## src/rtl/raster_unproject_pkg.sv

```systemverilog
// Shared raster/NDC types, f16 field constants and the product record passed from multiply to normalise.
// Latency: n/a (types and constants only).
// Backpressure: n/a.
package raster_unproject_pkg;

    typedef logic        [15:0] f16;
    typedef logic signed [15:0] i16;

    typedef struct packed {
        f16 y;
        f16 x;
    } vec2_f16;

    typedef struct packed {
        i16 z;
        i16 y;
        i16 x;
    } vec3_i16;

    localparam int F16_EXP_BIAS = 15;
    localparam int F16_MANT_W   = 10;
    localparam f16 F16_POS_ZERO = 16'h0000;

    // Raw significand product plus unnormalised exponent, one per NDC axis
    typedef struct packed {
        logic               sign;
        logic               zero;
        logic signed [7:0]  expo;
        logic        [21:0] prod;
    } mul_t;

endpackage

```

## src/rtl/raster_unproject_int16_to_f16.sv

```systemverilog
// Signed 16-bit integer to f16 conversion with round-nearest-even; zero maps to +0.
// Latency: combinational.
// Backpressure: none, pure function of the input.
module int16_to_f16
    import raster_unproject_pkg::*;
(
    input  logic [15:0] a,
    output logic [15:0] f
);

    logic        sign;
    logic [15:0] mag;
    logic [3:0]  msb;
    logic [15:0] norm;
    logic        guard;
    logic        sticky;
    logic        round_up;
    logic [10:0] mant_r;
    logic [4:0]  exp_r;

    // Sign/magnitude split, leading-one search, normalise and round to 10 mantissa bits
    always_comb begin
        sign = a[15];
        // -32768 negates to 16'h8000, which reads correctly as unsigned 32768
        mag  = sign ? (~a + 16'd1) : a;
        msb  = 4'd0;
        for (int i = 0; i < 16; i++) begin
            if (mag[i]) msb = 4'(i);
        end
        norm     = mag << (4'd15 - msb);
        guard    = norm[4];
        sticky   = |norm[3:0];
        round_up = guard & (sticky | norm[5]);
        mant_r   = {1'b0, norm[14:5]} + {10'd0, round_up};
        // A rounding carry leaves mant_r[9:0] at zero and moves up one binade
        exp_r    = 5'(F16_EXP_BIAS) + {1'b0, msb} + {4'd0, mant_r[10]};
        if (mag == 16'd0) begin
            f = F16_POS_ZERO;
        end else begin
            f = {sign, exp_r, mant_r[F16_MANT_W-1:0]};
        end
    end

endmodule

```

## src/rtl/raster_unproject.sv

```systemverilog
// Maps integer raster points back to f16 NDC (x*inv_w, (H-y)*inv_h) and negated f16 depth.
// Latency: 4 cycles accept-to-out_valid, 1 beat/cycle, in order.
// Backpressure: global stall; every stage holds while out_valid & !out_ready, in_ready = advance.
module raster_unproject
    import raster_unproject_pkg::*;
#(
    parameter int Z_FRAC_BITS = 3
) (
    input  logic        clk,
    input  logic        rst,
    input  logic        in_valid,
    output logic        in_ready,
    input  logic [47:0] rast_pt,
    input  logic [15:0] image_height,
    input  logic [31:0] inv_image_dimensions,
    output logic [31:0] ndc_pt,
    output logic [15:0] z_dist,
    output logic        out_valid,
    input  logic        out_ready
);

    // Significand product, exponent sum and sign; zero or subnormal operands flush the result
    function automatic mul_t f16_mul_raw(input f16 a, input f16 b);
        mul_t m;
        m.sign = a[15] ^ b[15];
        m.zero = (a[14:10] == 5'd0) || (b[14:10] == 5'd0);
        m.expo = $signed({3'b000, a[14:10]}) + $signed({3'b000, b[14:10]})
               - $signed(8'(F16_EXP_BIAS));
        m.prod = 22'({1'b1, a[9:0]}) * 22'({1'b1, b[9:0]});
        return m;
    endfunction

    // Normalise the 22-bit product, round-nearest-even, then flush underflow or saturate to inf
    function automatic f16 f16_norm_pack(input mul_t m);
        logic [9:0]        mant;
        logic              guard;
        logic              sticky;
        logic              rnd;
        logic [10:0]       mant_r;
        logic signed [7:0] e;
        if (m.prod[21]) begin
            mant   = m.prod[20:11];
            guard  = m.prod[10];
            sticky = |m.prod[9:0];
            e      = m.expo + 8'sd1;
        end else begin
            mant   = m.prod[19:10];
            guard  = m.prod[9];
            sticky = |m.prod[8:0];
            e      = m.expo;
        end
        rnd    = guard & (sticky | mant[0]);
        mant_r = {1'b0, mant} + {10'd0, rnd};
        if (mant_r[10]) e = e + 8'sd1;
        if (m.zero || e <= 8'sd0) begin
            return F16_POS_ZERO;
        end else if (e >= 8'sd31) begin
            return {m.sign, 5'h1F, 10'd0};
        end else begin
            return {m.sign, e[4:0], mant_r[9:0]};
        end
    endfunction

    vec3_i16 pt;
    vec2_f16 inv;
    logic    adv;

    logic              s1_vld;
    i16                s1_x;
    i16                s1_z;
    i16                s1_dy;
    vec2_f16           s1_inv;

    logic              s2_vld;
    f16                s2_fx;
    f16                s2_fy;
    f16                s2_fz;
    vec2_f16           s2_inv;

    logic              s3_vld;
    mul_t              s3_mx;
    mul_t              s3_my;
    f16                s3_fz;

    logic signed [16:0] dy_wide;
    i16                 dy_sat;
    f16                 cx_f;
    f16                 cy_f;
    f16                 cz_f;
    f16                 fz_adj;

    assign pt       = rast_pt;
    assign inv      = inv_image_dimensions;
    assign adv      = !out_valid | out_ready;
    assign in_ready = adv;

    // H - y in 17 bits so off-screen rows cannot wrap, then clamp to the i16 range
    always_comb begin
        dy_wide = $signed({image_height[15], image_height}) - $signed({pt.y[15], pt.y});
        if (dy_wide[16] != dy_wide[15]) begin
            dy_sat = dy_wide[16] ? 16'sh8000 : 16'sh7FFF;
        end else begin
            dy_sat = dy_wide[15:0];
        end
    end

    // Stage 1: capture the point, the clamped row distance and both inverses
    always_ff @(posedge clk or posedge rst) begin
        if (rst) begin
            s1_vld <= 1'b0;
            s1_x   <= '0;
            s1_z   <= '0;
            s1_dy  <= '0;
            s1_inv <= '0;
        end else if (adv) begin
            s1_vld <= in_valid;
            s1_x   <= pt.x;
            s1_z   <= pt.z;
            s1_dy  <= dy_sat;
            s1_inv <= inv;
        end
    end

    int16_to_f16 u_conv_x (.a(s1_x),  .f(cx_f));
    int16_to_f16 u_conv_y (.a(s1_dy), .f(cy_f));
    int16_to_f16 u_conv_z (.a(s1_z),  .f(cz_f));

    // Depth scaling is exact: drop the fixed-point exponent and negate, keeping zero as +0
    always_comb begin
        fz_adj = F16_POS_ZERO;
        if (cz_f[14:10] != 5'd0) begin
            fz_adj = {~cz_f[15], cz_f[14:10] - 5'(Z_FRAC_BITS), cz_f[9:0]};
        end
    end

    // Stage 2: register the converted operands
    always_ff @(posedge clk or posedge rst) begin
        if (rst) begin
            s2_vld <= 1'b0;
            s2_fx  <= '0;
            s2_fy  <= '0;
            s2_fz  <= '0;
            s2_inv <= '0;
        end else if (adv) begin
            s2_vld <= s1_vld;
            s2_fx  <= cx_f;
            s2_fy  <= cy_f;
            s2_fz  <= fz_adj;
            s2_inv <= s1_inv;
        end
    end

    // Stage 3: raw products for both axes; depth just rides along
    always_ff @(posedge clk or posedge rst) begin
        if (rst) begin
            s3_vld <= 1'b0;
            s3_mx  <= '0;
            s3_my  <= '0;
            s3_fz  <= '0;
        end else if (adv) begin
            s3_vld <= s2_vld;
            s3_mx  <= f16_mul_raw(s2_fx, s2_inv.x);
            s3_my  <= f16_mul_raw(s2_fy, s2_inv.y);
            s3_fz  <= s2_fz;
        end
    end

    // Stage 4: normalise, round and pack into the output registers
    always_ff @(posedge clk or posedge rst) begin
        if (rst) begin
            out_valid <= 1'b0;
            ndc_pt    <= '0;
            z_dist    <= '0;
        end else if (adv) begin
            out_valid <= s3_vld;
            ndc_pt    <= {f16_norm_pack(s3_my), f16_norm_pack(s3_mx)};
            z_dist    <= s3_fz;
        end
    end

endmodule

```

## config.mk

```make
export PLATFORM = sky130hd
export DESIGN_NAME = raster_unproject
export DESIGN_NICKNAME = d
export VERILOG_FILES = /design/src/rtl/raster_unproject_pkg.sv /design/src/rtl/raster_unproject_int16_to_f16.sv /design/src/rtl/raster_unproject.sv
export SDC_FILE = /design/constraint.sdc
export NUM_CORES = 2
export LEC_CHECK = 0
export ABC_AREA = 1
export CAP_MARGIN = 20
export CORE_MARGIN = 8
export CORE_UTILIZATION = 40
export DETAILED_ROUTE_END_ITERATION = 10
export GPL_TIMING_DRIVEN = 1
export SLEW_MARGIN = 30
export SYNTH_ARGS = -nofsm -noshare
export SYNTH_HDL_FRONTEND = slang
export SYNTH_SLANG_ARGS = --single-unit
export TNS_END_PERCENT = 10
```

## constraint.sdc

```tcl
create_clock -name clk -period 10.9 [get_ports clk]
set_clock_uncertainty 0.15 [all_clocks]
set_input_delay 2.18 -clock clk [delete_from_list [all_inputs] [get_ports clk]]
set_output_delay 2.18 -clock clk [all_outputs]
set_load 0.03 [all_outputs]
```

==> key figures <==
Outcome
  – Run status: finished, final reports clean

Min path
  – Hold Path Origin: s1_inv[3]$_DFFE_PP0P_
  – Hold path depth: 2
  – Class of the tightest hold or removal check: register to register
  – Worst hold endpoint: s2_inv[3]$_DFFE_PP0P_

Final layout
  – Cell Count, Final, Fillers Out: 4366
  – Share of final-layout standard cells stronger than drive strength 1: 6.722%
  – Antenna cells: 0
  – Layout Utilization: 45.30%
  – Nets@finish: 3923
  – Area Growth Syn to Fin: 12.73%

Synth
  – Number of flip-flops and latches in the synthesized netlist: 290
  – Fraction of registers with async set/reset: 100.0%
  – Synth Net Count: 3855
  – Cell variety after synth: 65
  – Warning count from the yosys run: 0
  – Seq/Total Area, Yosys: 28.22%
  – Primary FF master, synth: sky130_fd_sc_hd__dfrtp_1
  – Post-Syn Area: 0.02572 mm2
  – Avg Cell Area, Syn: 7.524 um2
  – Count of flip-flops with a built-in enable after synthesis: 0
  – Post-synthesis instance total: 3418

Clock tree
  – CTS tree: yes
  – Clk Latency, worst-skew pair: 550 ps
  – Buffers from clock root to sink, at most: 3
  – Number of setup buffers added after CTS: 0
  – Clock net sink count: 290
  – Number of gates resized after cts: 0
  – Clock buffers created by TritonCTS: 37
  – H-tree levels: 2
  – Worst-path clk slew: 60 ps
  – Master cell of the clock root buffer: sky130_fd_sc_hd__clkbuf_16
  – Number of buffers inserted for hold repair after clock tree synthesis: 0

Route
  – Number of DRC violations after detailed-routing iteration 0: 1183
  – Met3 routed WL: 2191 um
  – Vias after detailed routing: 20920
  – Final routed DRC violation total: 0
  – Wl on met1: 29390 um
  – Met2 WL post-DR: 25440 um
  – Uppermost layer routed: met4
  – First-pass DRT Iterations: 5
  – Detailed-route vias per instance: 4.791
  – Total routed wirelength: 58530 um
  – Average detailed-routed wire length per instance: 13.41 um
  – Residual antenna-violating net count after detailed routing: 0

Floorplan
  – Die extent in y: 269.6 um
  – Width of the chip: 269.6 um
  – DIE AREA: 0.07266 mm2
  – Number of rows in the core area: 93
  – I/O pin count: 150
  – Initial core utilization: 40.18%
  – Core outline area: 0.06400 mm2

Worst setup path
  – Slack of the worst reg-to-reg path: 4820 ps
  – CP startpoint kind: primary input
  – CP startpoint: out_ready
  – Type of destination of the critical path: primary output
  – Source of the worst register-to-register timing path: s2_fy[2]$_DFFE_PP0P_
  – CP Class: primary input to primary output
  – Arrival time at the worst endpoint: 4300 ps
  – Top fanout value on the critical path: 124
  – Data required time of the worst path: 8570 ps
  – Depth of the most critical reg-to-reg path: 26
  – Worst reg2reg path endpoint: s3_my[19]$_DFFE_PP0P_

Timing
  – Share of the clock period used by the worst path after layout: 60.87%
  – Final worst-path setup slack: 4265 ps
  – Setup TNS after final layout: 0 ps
  – Final hold vios: 0
  – Slew headroom: 40.01%
  – Period minus WS final: 6635 ps
  – # setup viols final: 0
  – Max-slew violation count: 0
  – Unrepaired setup endpoints after global routing: false
  – Least-Margin Pin Slew: 899.8 ps
  – Max Clk Rate: 150.7 MHz

Placed design
  – Port Buffers: 149
  – Cell count after placement: 4302
  – Routability congestion estimate: 0.8590
  – Pre-CTS worst setup slack: 4203 ps
  – HPWL after detailed placement: 44970 um

GRT
  – Wire length of the first global-routing pass: 102300 um
  – Total gr overflow: 0
  – Number of global-route vias before repair: 20960
  – Number of antenna violations at the first check in global routing: 0
  – Maximum number of pins on one net before global-route repair: 125
  – GRT Resource Usage Total: 16.28%

Run
  – Max Cap Violations: 0
==> how the worst max path moves through the flow <==
stage | endpoint | slack, ps | depth (start not counted)
2_1_floorplan | ndc_pt[0]$_DFFE_PP0P_ | 560 | 1
3_3_place_gp | in_ready | 4210 | 5
3_5_place_dp | in_ready | 4200 | 5
4_1_cts | in_ready | 4200 | 5
5_1_grt | in_ready | 4110 | 5
6_report | in_ready | 4270 | 5
==> flip-flops by register name, summed over array words and instances (netlist names) <==
| name | count |
|---|---|
| s3_mx | 31 |
| s1_z | 16 |
| z_dist | 16 |
| s2_fy | 16 |
| s3_fz | 16 |
| s3_vld | 1 |
| s1_inv | 32 |
| s2_fx | 16 |
| ndc_pt | 32 |
| out_valid | 1 |
| s1_vld | 1 |
| s3_my | 31 |
| s2_vld | 1 |
| s2_fz | 16 |
| s2_inv | 32 |
| s1_x | 16 |
| s1_dy | 16 |
==> final cells by class <==
| class | count | area (um2) |
|---|---|---|
| clock buffers | 49 | 1011 |
| clock inverters | 15 | 195.2 |
| fillers | 6526 | 35010 |
| inverters | 589 | 2231 |
| multi-input cells | 2409 | 15640 |
| flip-flops and latches | 290 | 7257 |
| well taps | 855 | 1070 |
| repair buffers | 159 | 1590 |
==> cell usage after synthesis, types with 8 or more instances <==
master                     number  share of area (%)
sky130_fd_sc_hd__o21ai_1       45               0.88
sky130_fd_sc_hd__buf_4         13               0.38
sky130_fd_sc_hd__or2_2         15               0.36
sky130_fd_sc_hd__fa_1         163                 13
sky130_fd_sc_hd__nor2_4        14               0.61
sky130_fd_sc_hd__nand4_1       32               0.78
sky130_fd_sc_hd__nand3_2       20               0.78
sky130_fd_sc_hd__nand3_1      224                4.4
sky130_fd_sc_hd__nand2_2       29               0.71
sky130_fd_sc_hd__nor3_1        22               0.43
sky130_fd_sc_hd__nor2_2        20               0.49
sky130_fd_sc_hd__ha_1         174                8.5
sky130_fd_sc_hd__inv_1        555                8.1
sky130_fd_sc_hd__nor4_1        10               0.24
sky130_fd_sc_hd__inv_2         29               0.42
sky130_fd_sc_hd__a21oi_1       75                1.5
sky130_fd_sc_hd__nor2_1       123                1.8
sky130_fd_sc_hd__a31oi_1       11               0.27
sky130_fd_sc_hd__buf_2         15               0.29
sky130_fd_sc_hd__o21ai_2        8               0.27
sky130_fd_sc_hd__o21ai_0      263                5.1
sky130_fd_sc_hd__o221ai_1      12               0.41
sky130_fd_sc_hd__xor2_1        62                2.1
sky130_fd_sc_hd__xnor2_1       30                1.0
sky130_fd_sc_hd__nand2_1      958                 14
sky130_fd_sc_hd__clkbuf_1      91                1.3
sky130_fd_sc_hd__dfrtp_1      290                 28
==> cells in the final DEF, fill, tap and decap left out, types with 8 or more instances in the layout <==
cell type	count
sky130_fd_sc_hd__o21ai_1	45
sky130_fd_sc_hd__xnor2_1	30
sky130_fd_sc_hd__nor2_1	122
sky130_fd_sc_hd__nand3_2	20
sky130_fd_sc_hd__inv_1	553
sky130_fd_sc_hd__dfrtp_1	290
sky130_fd_sc_hd__a31oi_1	11
sky130_fd_sc_hd__clkbuf_1	8
sky130_fd_sc_hd__o21ai_0	263
sky130_fd_sc_hd__buf_4	8
sky130_fd_sc_hd__inv_2	29
sky130_fd_sc_hd__ha_1	174
sky130_fd_sc_hd__clkdlybuf4s50_1	149
sky130_fd_sc_hd__nor3_1	22
sky130_fd_sc_hd__nor2_4	15
sky130_fd_sc_hd__o21ai_2	8
sky130_fd_sc_hd__nand2_1	958
sky130_fd_sc_hd__xor2_1	62
sky130_fd_sc_hd__clkbuf_16	37
sky130_fd_sc_hd__a21oi_1	75
sky130_fd_sc_hd__or2_2	15
sky130_fd_sc_hd__o221ai_1	12
sky130_fd_sc_hd__nand2_2	29
sky130_fd_sc_hd__nand3_1	224
sky130_fd_sc_hd__nand4_1	32
sky130_fd_sc_hd__nor2_2	20
sky130_fd_sc_hd__fa_1	163
sky130_fd_sc_hd__nor4_1	10
==> cells by family after synthesis <==
logic type      share of synthesized area, %
simple gates                           26.00
buf+inv                                11.01
compound gates                         10.07
fa+ha+maj                              21.15
flops                                  28.22
xor+xnor                               3.386
mux                                   0.1557
==> metal layers <==
| metal | up-vias | track usage (%) |
|---|---|---|
| met5 | - | 0 |
| met4 | 0 | 4.688 |
| met3 | 83 | 2.487 |
| met2 | 321 | 25.76 |
| met1 | 9624 | 22.94 |
| li1 | 10890 | - |
==> worst max-delay path: stages <==
cell and delay, ps:
sky130_fd_sc_hd__clkdlybuf4s50_1 500, sky130_fd_sc_hd__nor2_4 50, sky130_fd_sc_hd__buf_4 230, sky130_fd_sc_hd__inv_8 510, sky130_fd_sc_hd__clkdlybuf4s50_1 800
==> through the flow <==
stage          hold slack (ps)  instance area (um2)
3_3_place_gp             298.8                27750
6_report                 318.9                28990
3_5_place_dp             306.6                27780
2_1_floorplan            290.0                25720
4_1_cts                  319.2                28990
5_1_grt                  338.2                28990
Power is left out: the tool's default activity adds up to more than one toggle a clock period on the data nets, which glitch-free logic cannot reach.
